File: config.mk
export PLATFORM = sky130hd
export DESIGN_NAME = qdr_usr_tester_flat
export DESIGN_NICKNAME = d
export VERILOG_FILES = /design/src/rtl/qdr_usr_tester_if.sv /design/src/rtl/qdr_usr_tester.sv /design/src/flat_wrapper.sv
export SDC_FILE = /design/constraint.sdc
export NUM_CORES = 1
export LEC_CHECK = 0
export CORE_UTILIZATION = 46
export CTS_CLUSTER_SIZE = 8
export DETAILED_ROUTE_END_ITERATION = 6
export PLACE_DENSITY = 0.75
export SETUP_SLACK_MARGIN = 0.1
export SYNTH_ARGS = -nofsm -noshare
export SYNTH_HDL_FRONTEND = slang
export SYNTH_SLANG_ARGS = --single-unit
File: constraint.sdc
create_clock -name wb_clk_i -period 2.87 [get_ports wb_clk_i]
set_input_delay 0.574 -clock wb_clk_i [delete_from_list [all_inputs] [get_ports wb_clk_i]]
set_output_delay 0.574 -clock wb_clk_i [all_outputs]
set_load 0.01 [all_outputs]
File: src/rtl/qdr_usr_tester_if.sv
// QDR user-side request/response bundle between the traffic tester (master) and the
// QDR controller (slave).
interface qdr_usr_tester_if #(
    parameter int unsigned DATA_WIDTH = 36
) ();
    logic                    phy_rdy;
    logic                    usr_rd_strb;
    logic                    usr_wr_strb;
    logic [31:0]             usr_addr;
    logic [2*DATA_WIDTH-1:0] usr_wr_data;
    logic [2*DATA_WIDTH-1:0] usr_rd_data;
    logic                    usr_rd_dvld;

    modport master (
        output usr_rd_strb, usr_wr_strb, usr_addr, usr_wr_data,
        input  usr_rd_data, usr_rd_dvld, phy_rdy
    );

    modport slave (
        input  usr_rd_strb, usr_wr_strb, usr_addr, usr_wr_data,
        output usr_rd_data, usr_rd_dvld, phy_rdy
    );
endinterface

File: src/rtl/qdr_usr_tester.sv
// QDR user-interface traffic initiator/checker: writes (seed ^ addr) over 0..test_len, reads it
// back in order and counts mismatches. Macro QDR_TESTER_INVPASS_EN adds an inverted second pass.
module qdr_usr_tester #(
    parameter int unsigned DATA_WIDTH = 36,
    parameter int unsigned ADDR_WIDTH = 22,
    parameter int unsigned TIMEOUT    = 64
) (
    input  logic                  wb_clk_i,
    input  logic                  wb_rst_n_i,
    input  logic                  start,
    input  logic [31:0]           seed,
    input  logic [ADDR_WIDTH-1:0] test_len,
    qdr_usr_tester_if.master      usr,
    output logic                  busy,
    output logic                  done,
    output logic                  pass,
    output logic [15:0]           err_count,
    output logic [ADDR_WIDTH-1:0] first_err_addr,
    output logic                  timeout,
    output logic                  aborted
);
    localparam int unsigned       WordW    = 2 * DATA_WIDTH;
    localparam int unsigned       Reps     = (WordW + 31) / 32;
    localparam int unsigned       TimerW   = $clog2(TIMEOUT + 1);
    localparam logic [TimerW-1:0] TimerMax = TimerW'(TIMEOUT);
`ifdef QDR_TESTER_INVPASS_EN
    localparam logic InvPassEn = 1'b1;
`else
    localparam logic InvPassEn = 1'b0;
`endif

    typedef enum logic [2:0] {StIdle, StWrite, StGap, StRead, StDrain, StDone} state_e;

    function automatic logic [WordW-1:0] f_pat(input logic [31:0] s,
                                               input logic [ADDR_WIDTH-1:0] a, input logic inv);
        logic [WordW-1:0] p;
        p = WordW'({Reps{s ^ 32'(a)}});
        return inv ? ~p : p;
    endfunction

    state_e                r_state;
    logic [31:0]           r_seed;
    logic [ADDR_WIDTH-1:0] r_len, r_addr, r_exp, r_first;
    logic [2:0]            r_gap;
    logic                  r_inv, r_wr_strb, r_rd_strb;
    logic [WordW-1:0]      r_wr_data;
    logic [ADDR_WIDTH:0]   r_out;
    logic [TimerW-1:0]     r_timer;
    logic [15:0]           r_err;
    logic                  r_busy, r_done, r_pass, r_timeout, r_aborted;

    logic                  w_accept, w_dv_exp, w_err_hit, w_active;
    logic [ADDR_WIDTH-1:0] w_addr_inc;
    logic [ADDR_WIDTH:0]   w_out_d;
    logic [TimerW-1:0]     w_timer_d;
    logic [15:0]           w_err_d;

    assign w_accept   = (r_state == StIdle || r_state == StDone) && start && usr.phy_rdy;
    assign w_active   = r_state inside {StWrite, StGap, StRead, StDrain};
    // A response with nothing outstanding is an error and is never compared.
    assign w_dv_exp   = usr.usr_rd_dvld && (r_out != '0);
    assign w_err_hit  = (usr.usr_rd_dvld && (r_out == '0)) ||
                        (w_dv_exp && (usr.usr_rd_data != f_pat(r_seed, r_exp, r_inv)));
    assign w_addr_inc = r_addr + 1'b1;
    assign w_err_d    = (w_err_hit && r_err != 16'hFFFF) ? r_err + 1'b1 : r_err;

    always_comb begin
        w_out_d = r_out;
        if (r_rd_strb && !w_dv_exp) begin
            w_out_d = r_out + 1'b1;
        end else if (!r_rd_strb && w_dv_exp) begin
            w_out_d = r_out - 1'b1;
        end
    end

    // Timer holds cycles elapsed since the last response, saturating at TIMEOUT.
    always_comb begin
        w_timer_d = r_timer;
        if (usr.usr_rd_dvld) begin
            w_timer_d = TimerW'(1);
        end else if (r_timer != TimerMax) begin
            w_timer_d = r_timer + 1'b1;
        end
    end

    always_ff @(posedge wb_clk_i or negedge wb_rst_n_i) begin
        if (!wb_rst_n_i) begin
            r_state   <= StIdle;
            r_seed    <= '0;
            r_len     <= '0;
            r_addr    <= '0;
            r_exp     <= '0;
            r_first   <= '0;
            r_gap     <= '0;
            r_inv     <= 1'b0;
            r_wr_strb <= 1'b0;
            r_rd_strb <= 1'b0;
            r_wr_data <= '0;
            r_out     <= '0;
            r_timer   <= '0;
            r_err     <= '0;
            r_busy    <= 1'b0;
            r_done    <= 1'b0;
            r_pass    <= 1'b0;
            r_timeout <= 1'b0;
            r_aborted <= 1'b0;
        end else begin
            r_out     <= w_out_d;
            r_timer   <= w_timer_d;
            r_err     <= w_err_d;
            r_wr_strb <= 1'b0;
            r_rd_strb <= 1'b0;
            if (w_err_hit && r_err == '0) r_first <= r_exp;
            if (w_dv_exp) r_exp <= r_exp + 1'b1;
            unique case (r_state)
                StIdle, StDone: begin
                    if (w_accept) begin
                        r_state   <= StWrite;
                        r_seed    <= seed;
                        r_len     <= test_len;
                        r_inv     <= 1'b0;
                        r_addr    <= '0;
                        r_wr_strb <= 1'b1;
                        r_wr_data <= f_pat(seed, '0, 1'b0);
                        r_busy    <= 1'b1;
                        r_done    <= 1'b0;
                        r_pass    <= 1'b0;
                        r_err     <= '0;
                        r_first   <= '0;
                        r_timeout <= 1'b0;
                        r_aborted <= 1'b0;
                        r_out     <= '0;
                        r_timer   <= '0;
                    end
                end
                StWrite: begin
                    if (r_addr == r_len) begin
                        r_state <= StGap;
                        r_gap   <= '0;
                    end else begin
                        r_addr    <= w_addr_inc;
                        r_wr_strb <= 1'b1;
                        r_wr_data <= f_pat(r_seed, w_addr_inc, r_inv);
                    end
                end
                StGap: begin
                    if (r_gap == 3'd7) begin
                        r_state   <= StRead;
                        r_addr    <= '0;
                        r_rd_strb <= 1'b1;
                        r_exp     <= '0;
                    end else begin
                        r_gap <= r_gap + 1'b1;
                    end
                end
                StRead: begin
                    if (r_addr == r_len) begin
                        r_state <= StDrain;
                    end else begin
                        r_addr    <= w_addr_inc;
                        r_rd_strb <= 1'b1;
                    end
                end
                StDrain: begin
                    if (r_out == '0) begin
                        if (InvPassEn && !r_inv) begin
                            r_state   <= StWrite;
                            r_inv     <= 1'b1;
                            r_addr    <= '0;
                            r_wr_strb <= 1'b1;
                            r_wr_data <= f_pat(r_seed, '0, 1'b1);
                        end else begin
                            r_state <= StDone;
                            r_busy  <= 1'b0;
                            r_done  <= 1'b1;
                            r_pass  <= (w_err_d == '0);
                        end
                    end else if (w_timer_d == TimerMax) begin
                        r_state   <= StDone;
                        r_busy    <= 1'b0;
                        r_done    <= 1'b1;
                        r_pass    <= 1'b0;
                        r_timeout <= 1'b1;
                    end
                end
                default: r_state <= StIdle;
            endcase
            // Losing the PHY overrides every in-flight decision above.
            if (w_active && !usr.phy_rdy) begin
                r_state   <= StDone;
                r_wr_strb <= 1'b0;
                r_rd_strb <= 1'b0;
                r_busy    <= 1'b0;
                r_done    <= 1'b1;
                r_pass    <= 1'b0;
                r_aborted <= 1'b1;
            end
        end
    end

    assign usr.usr_wr_strb = r_wr_strb;
    assign usr.usr_rd_strb = r_rd_strb;
    assign usr.usr_addr    = 32'(r_addr);
    assign usr.usr_wr_data = r_wr_data;
    assign busy            = r_busy;
    assign done            = r_done;
    assign pass            = r_pass;
    assign err_count       = r_err;
    assign first_err_addr  = r_first;
    assign timeout         = r_timeout;
    assign aborted         = r_aborted;
endmodule

File: src/flat_wrapper.sv
// flat-port wrapper written by rule: the top's interface ports become plain ports
module qdr_usr_tester_flat 
#(
    parameter int unsigned DATA_WIDTH = 36,
    parameter int unsigned ADDR_WIDTH = 22,
    parameter int unsigned TIMEOUT    = 64
)
  (wb_clk_i, wb_rst_n_i, start, seed, test_len, busy, done, pass, err_count, first_err_addr, timeout, aborted, usr_usr_rd_strb, usr_usr_wr_strb, usr_usr_addr, usr_usr_wr_data, usr_usr_rd_data, usr_usr_rd_dvld, usr_phy_rdy);
  qdr_usr_tester_if #(.DATA_WIDTH(DATA_WIDTH)) usr_i ();
  input  logic wb_clk_i;
  input  logic wb_rst_n_i;
  input  logic start;
  input  logic [31:0] seed;
  input  logic [ADDR_WIDTH-1:0] test_len;
  output logic busy;
  output logic done;
  output logic pass;
  output logic [15:0] err_count;
  output logic [ADDR_WIDTH-1:0] first_err_addr;
  output logic timeout;
  output logic aborted;
  output wire logic [$bits(usr_i.usr_rd_strb)-1:0] usr_usr_rd_strb;
  output wire logic [$bits(usr_i.usr_wr_strb)-1:0] usr_usr_wr_strb;
  output wire logic [$bits(usr_i.usr_addr)-1:0] usr_usr_addr;
  output wire logic [$bits(usr_i.usr_wr_data)-1:0] usr_usr_wr_data;
  input wire logic [$bits(usr_i.usr_rd_data)-1:0] usr_usr_rd_data;
  input wire logic [$bits(usr_i.usr_rd_dvld)-1:0] usr_usr_rd_dvld;
  input wire logic [$bits(usr_i.phy_rdy)-1:0] usr_phy_rdy;
  assign usr_usr_rd_strb = usr_i.usr_rd_strb;
  assign usr_usr_wr_strb = usr_i.usr_wr_strb;
  assign usr_usr_addr = usr_i.usr_addr;
  assign usr_usr_wr_data = usr_i.usr_wr_data;
  assign usr_i.usr_rd_data = usr_usr_rd_data;
  assign usr_i.usr_rd_dvld = usr_usr_rd_dvld;
  assign usr_i.phy_rdy = usr_phy_rdy;
  qdr_usr_tester #(.DATA_WIDTH(DATA_WIDTH), .ADDR_WIDTH(ADDR_WIDTH), .TIMEOUT(TIMEOUT)) u_core (.wb_clk_i(wb_clk_i), .wb_rst_n_i(wb_rst_n_i), .start(start), .seed(seed), .test_len(test_len), .usr(usr_i), .busy(busy), .done(done), .pass(pass), .err_count(err_count), .first_err_addr(first_err_addr), .timeout(timeout), .aborted(aborted));
endmodule
**Word level (Yosys, flattened, before mapping)**

Cells that the tools add are included.
Widths: inputs -> output; s select.

- $add $sub $neg: 7
- Equality and inequality tests: 24
- Multiplexer cells: 59
- Bitwise operators: 2
- Reduce and logical (&&, ||, !) cells: 38

Operator list:

| cell | count |
|---|---|
| $mux 22 | 9 |
| $mux 72 | 2 |
| $pmux 72 s2 | 1 |
| $mux 23 | 4 |
| $ne 72x72->1 | 1 |
| $pmux 22 s3 | 1 |
| $xor 32x22->32 | 2 |
| $mux 16 | 3 |
| $add 22x1->22 const B | 2 |
| $logic_not 16->1 | 2 |
| $mux 7 | 4 |
| $mux 3 | 9 |
| $add 23x1->23 const B | 1 |
| $logic_not 23->1 | 1 |
| $reduce_bool 23->1 | 1 |
| $sub 23x1->23 const B | 1 |
| $eq 22x22->1 | 1 |
| $mux 1 | 18 |
| $add 16x1->16 const B | 1 |
| $ne 16x16->1 const B | 1 |
| $pmux 3 s5 | 1 |
| $ne 2x2->1 const B | 7 |
| $pmux 1 s2 | 6 |
| $logic_and 1x1->1 | 10 |
| 23 further kinds | 41 |

- Bits in registers: 251
- Input bits: 131
- Output and inout port bits: 149
- Word-level logic and storage cells: 148

**Longest topological paths before layout**

- Word-level depth: 10
- Mapped depth: 12
- Mapped depth without buffers: 11

**Worst setup path before layout**

Ideal clock, no wire load.

- Kind: register to register
- Start point: register u_core.r_out[10]
- End point: register u_core.r_pass (netlist: u_core.pass)
- Setup time: 0.095 ns
- Data arrival time: 3.050 ns
- Required time: 2.775 ns
- Setup slack: -0.275 ns
- Stages on the path, launching flop included: 11
- Path buffers: 1
- Period minus slack after synthesis: 3.145 ns
- Path through: dfrtp_1 buf_6 or4_4 or3_4 or3_4 nand4_2 nor3_2 or2_1 or3_1 a2111o_1 o31ai_1

- Word-level cells in the longest chain between the ends: 10
- Elaborated cells on any way between the ends: 14
- Those cells by class: eq/ne: 1; mux: 4; reduce/logical: 9

RTL lines:

| element | RTL line | RTL |
|---|---|---|
| start, declared | qdr_usr_tester.sv:47 | `logic [ADDR_WIDTH:0] r_out;` |
| start signal, assigned | qdr_usr_tester.sv:108 | `r_out <= w_out_d;` |
| $reduce_bool 23->1 | qdr_usr_tester.sv:61 | `assign w_dv_exp = usr.usr_rd_dvld && (r_out != '0);` |
| $logic_and 1x1->1 | qdr_usr_tester.sv:61 |  |
| $logic_and 1x1->1 | qdr_usr_tester.sv:63 | `(w_dv_exp && (usr.usr_rd_data != f_pat(r_seed, r_exp, r_inv)));` |
| $logic_or 1x1->1 | qdr_usr_tester.sv:62 | `assign w_err_hit = (usr.usr_rd_dvld && (r_out == '0)) \|\|` |
| $logic_and 1x1->1 | qdr_usr_tester.sv:65 | `assign w_err_d = (w_err_hit && r_err != 16'hFFFF) ? r_err + 1'b1 : r_err;` |
| $mux 16 | qdr_usr_tester.sv:65 |  |
| $logic_not 16->1 | qdr_usr_tester.sv:176 | `r_pass <= (w_err_d == '0);` |
| $mux 1 | qdr_usr_tester.sv:165 | `if (r_out == '0) begin` |
| $pmux 1 s2 | qdr_usr_tester.sv:115 | `unique case (r_state)` |
| $mux 1 | qdr_usr_tester.sv:189 | `if (w_active && !usr.phy_rdy) begin` |
| end signal, assigned | qdr_usr_tester.sv:176 |  |
| end, declared | qdr_usr_tester.sv:50 | `logic r_busy, r_done, r_pass, r_timeout, r_aborted;` |

Several ways; a longest one is shown, not always the timed one.
A chain may end at the register's enable or synchronous reset.

**Worst setup path after layout**

- Start point: register u_core.r_out[16]
- End point: register u_core.r_pass (netlist: u_core.pass)

Same word-level chain as after synthesis.

==> results.py <==
metrics = {
    "run_status": {
        "status": "finished with violations",
        "violations": "negative hold slack, negative setup slack",
    },
    "timing": {
        "hold_ws_ns": -0.01080,
        "final-setup-viol-count": 68,
        "worst_pin_slew_ns": 0.7501,
        "max_freq_mhz": 296.9,
        "timing.final.ws_setup_ns": -0.4976,
        "min_period_ns": 3.368,
        "finalMaxSlewViolations": 0,
        "slew_headroom_pct": 49.81,
        "final.period_utilization_pct": 117.3,
        "hold_viol_final": 3,
        "skew_ns": 0.02094,
        "rsz0062_at_grt": "true",
    },
    "setup_path": {
        "required_ns": 3.31,
        "worst-path-buf-inv": 2,
        "endpoint_kind": "register",
        "slowest_delay_ns": 0.54,
        "startpoint_type": "register",
        "crit_chain": "or4_4, or3_4, or3_4, nand4_4, nor3_2, buf_6, or2_4, buf_6, or3_1, a2111o_1, o31ai_2",
        "slowest_stage": "or4_4",
        "cp_top_family": "simple AND/OR/NAND/NOR gates",
        "crit_arrival_ns": 3.81,
        "path_max_fanout": 5,
        "crit_type": "register to register",
    },
    "detailed_routing": {
        "wl_um": 37330,
        "avgViaCountPerCell": 5.464,
        "ant_nets": 0,
        "dr.pass1.iters": 5,
        "num_vias": 10700,
        "wl_per_cell_um": 19.05,
        "drc_errors": 0,
        "drt_iter0_markers": 854,
    },
    "yosys": {
        "syn_inst": 1266,
        "ys_ff_latch": 211,
        "synthTopCellsByArea": "dfrtp_1, xnor2_1, nor2_1, xor2_1, mux2_2",
        "syn-cell-area_um2": 12140,
        "ys_async_sr_fraction_pct": 100.0,
        "yosys_warnings": 0,
        "ys_seq_area_share_pct": 43.51,
        "synth_top_area_share_pct": 43.51,
        "syn_area_per_cell_um2": 9.587,
        "synth_flop_cell": "dfrtp_1",
        "ys_types": 61,
        "yosys.area.top_type": "dfrtp_1",
        "synth_edf_count": 0,
    },
    "final_layout": {
        "multi_input_area_um2": 6675,
        "final_common_cell": "clkdlybuf4s50_1",
        "regArea_um2": 5280,
        "area_delta_synth_final_pct": 43.41,
        "layout-drive-gt1-share_pct": 21.21,
        "final_cell_mix": "clkdlybuf4s50_1, dfrtp_1, nor2_1",
        "nFillCells": 2013,
        "nNetsFinal": 1764,
    },
    "power": {
        "peakVddDrop_v": 0.0006399,
        "finalPower_uw": 16600,
        "power.density_nw_per_um2": 953.8,
        "p_leak_uw": 0.007596,
    },
    "cts": {
        "cts_tree": "yes",
        "clock_latency_ns": 0.55,
        "htree_levels": 1,
        "cts_made_buffers": 30,
        "holdBufCountCts": 0,
        "clock-root-buffer": "clkbuf_16",
        "clock_path_buffers": 3,
        "clk_pin_slew_ns": 0.06,
        "numClockSinks": 211,
    },
    "grt": {
        "grt_overflow": 0,
        "grt_pass1_vias": 10910,
        "grt_pass1_wl_um": 58410,
        "antenna_found_initial": 2,
        "grtUsageTotal_pct": 27.98,
        "grt_start_max_net_pins": 71,
    },
    "floorplanning": {
        "num_io_pins": 280,
        "die_y_um": 164.4,
        "dieArea_um2": 27040,
        "die_w_um": 164.4,
        "fp-row-count": 59,
        "start_util_pct": 46.71,
        "core_um2": 25980,
    },
    "place": {
        "place_congestion": 0.9020,
        "port_buffers": 269,
        "pre_cts_slack_ns": -1.067,
        "dp_hpwl_um": 26740,
    },
    "hold_path": {
        "hold_class": "input pin to asynchronous set/reset pin",
    },
    "flow_run": {
        "maxCapViolCount": 0,
    },
}
==> logic make-up after synthesis <==
kind of cell | synth area share [%]
AO/OA/AOI/OAI | 7.969
XOR/XNOR | 15.14
adder cells (fa/ha/maj) | 1.299
buffers and inverters | 5.969
flip-flops | 43.51
multiplexers | 7.918
other | 0.03090
AND/OR/NAND/NOR | 18.16
==> registers in the layout, indices dropped and copies added, names as in the netlist, 7 cells and up <==
signal	flops
u_core.r_seed	32
u_core.r_exp	22
u_core.r_len	22
u_core.r_timer	7
u_core.r_addr	22
u_core.first_err_addr	22
u_core.err_count	16
u_core.usr.usr_wr_data	32
u_core.r_out	23
==> final timing paths <==
| check | start | to | slack [ns] | cells past startpoint |
|---|---|---|---|---|
| worst min-delay path | wb_rst_n_i | u_core.err_count[12] | -0.01 | 1 |
| worst max register to register | u_core.r_out[16] | u_core.pass | -0.50 | 11 |
| min in group wb_clk_i | u_core.busy | u_core.busy | 0.49 | 1 |
| worst min register to register | u_core.busy | u_core.busy | 0.49 | 1 |
| worst max-delay path | u_core.r_out[16] | u_core.pass | -0.50 | 11 |
| max in group asynchronous | wb_rst_n_i | u_core.r_addr[4] | 2.09 | 2 |
==> what timing repair did <==
action	4_1_cts	5_1_grt
buffers inserted	16	16
setup endpoints to repair	63	84
pin swaps	38	42
gates resized for setup	56	61
gates cloned	3	0
==> final cells by class <==
cell class | count | share of cell area (%)
Clock inverter | 2 | 0.1366
Timing Repair Buffer | 432 | 23.95
Inverter | 22 | 0.4744
Antenna cell | 2 | 0.02875
Sequential cell | 211 | 30.34
Tap cell | 335 | 2.408
Clock buffer | 30 | 4.313
Multi-Input combinational cell | 925 | 38.35
==> worst reg2reg max path, delay by kind of cell (launching register included) <==
family          cells  cell delay, ns
compound gates      2            0.62
buf+inv             2            0.25
flops               1            0.38
simple gates        7            2.01
==> layer usage <==
layer,part of all wire (%),track usage [%]
met4,4.0,10.59
met5,0,0
met1,41,36.36
met3,7.0,4.470
met2,48,46.93
==> power by group <==
group / total [uW] / switching (uW) / internal [uW]
clock: 3070 / 1250 / 1820
combinational: 8500 / 4000 / 4500
sequential: 5030 / 1050 / 3980
==> cell usage after synthesis (all sizes together), types with 6 or more instances <==
library cell	instances
nor2	189
o31ai	9
o41ai	6
mux2	56
and2	9
clkbuf	63
nor3	27
nand3	33
a21oi	56
or3	13
a31oi	17
nand4	24
inv	22
nand2	88
mux2i	33
and3	25
nor4	24
buf	54
xor2	81
and4	9
o21ai	39
xnor3	12
xnor2	98
o22ai	7
ha	11
dfrtp	211
==> metrics by stage <==
step                      std cells  utilization [%]  setup TNS (ns)  instance area, um2  hold slack (ns)
final                          1959            66.98          -13.79               17410         -0.01080
after global routing           1959            66.98          -22.16               17410          0.03807
after CTS                      1943            65.45          -11.47               17010          0.01066
after detailed placement       1892            60.83          -35.41               15810           0.4673
after global placement         1892            60.83          -33.18               15810           0.4608
after floorplan                1275                -          -1.756               12260           0.2784
(Power assumes the default switching activity.)
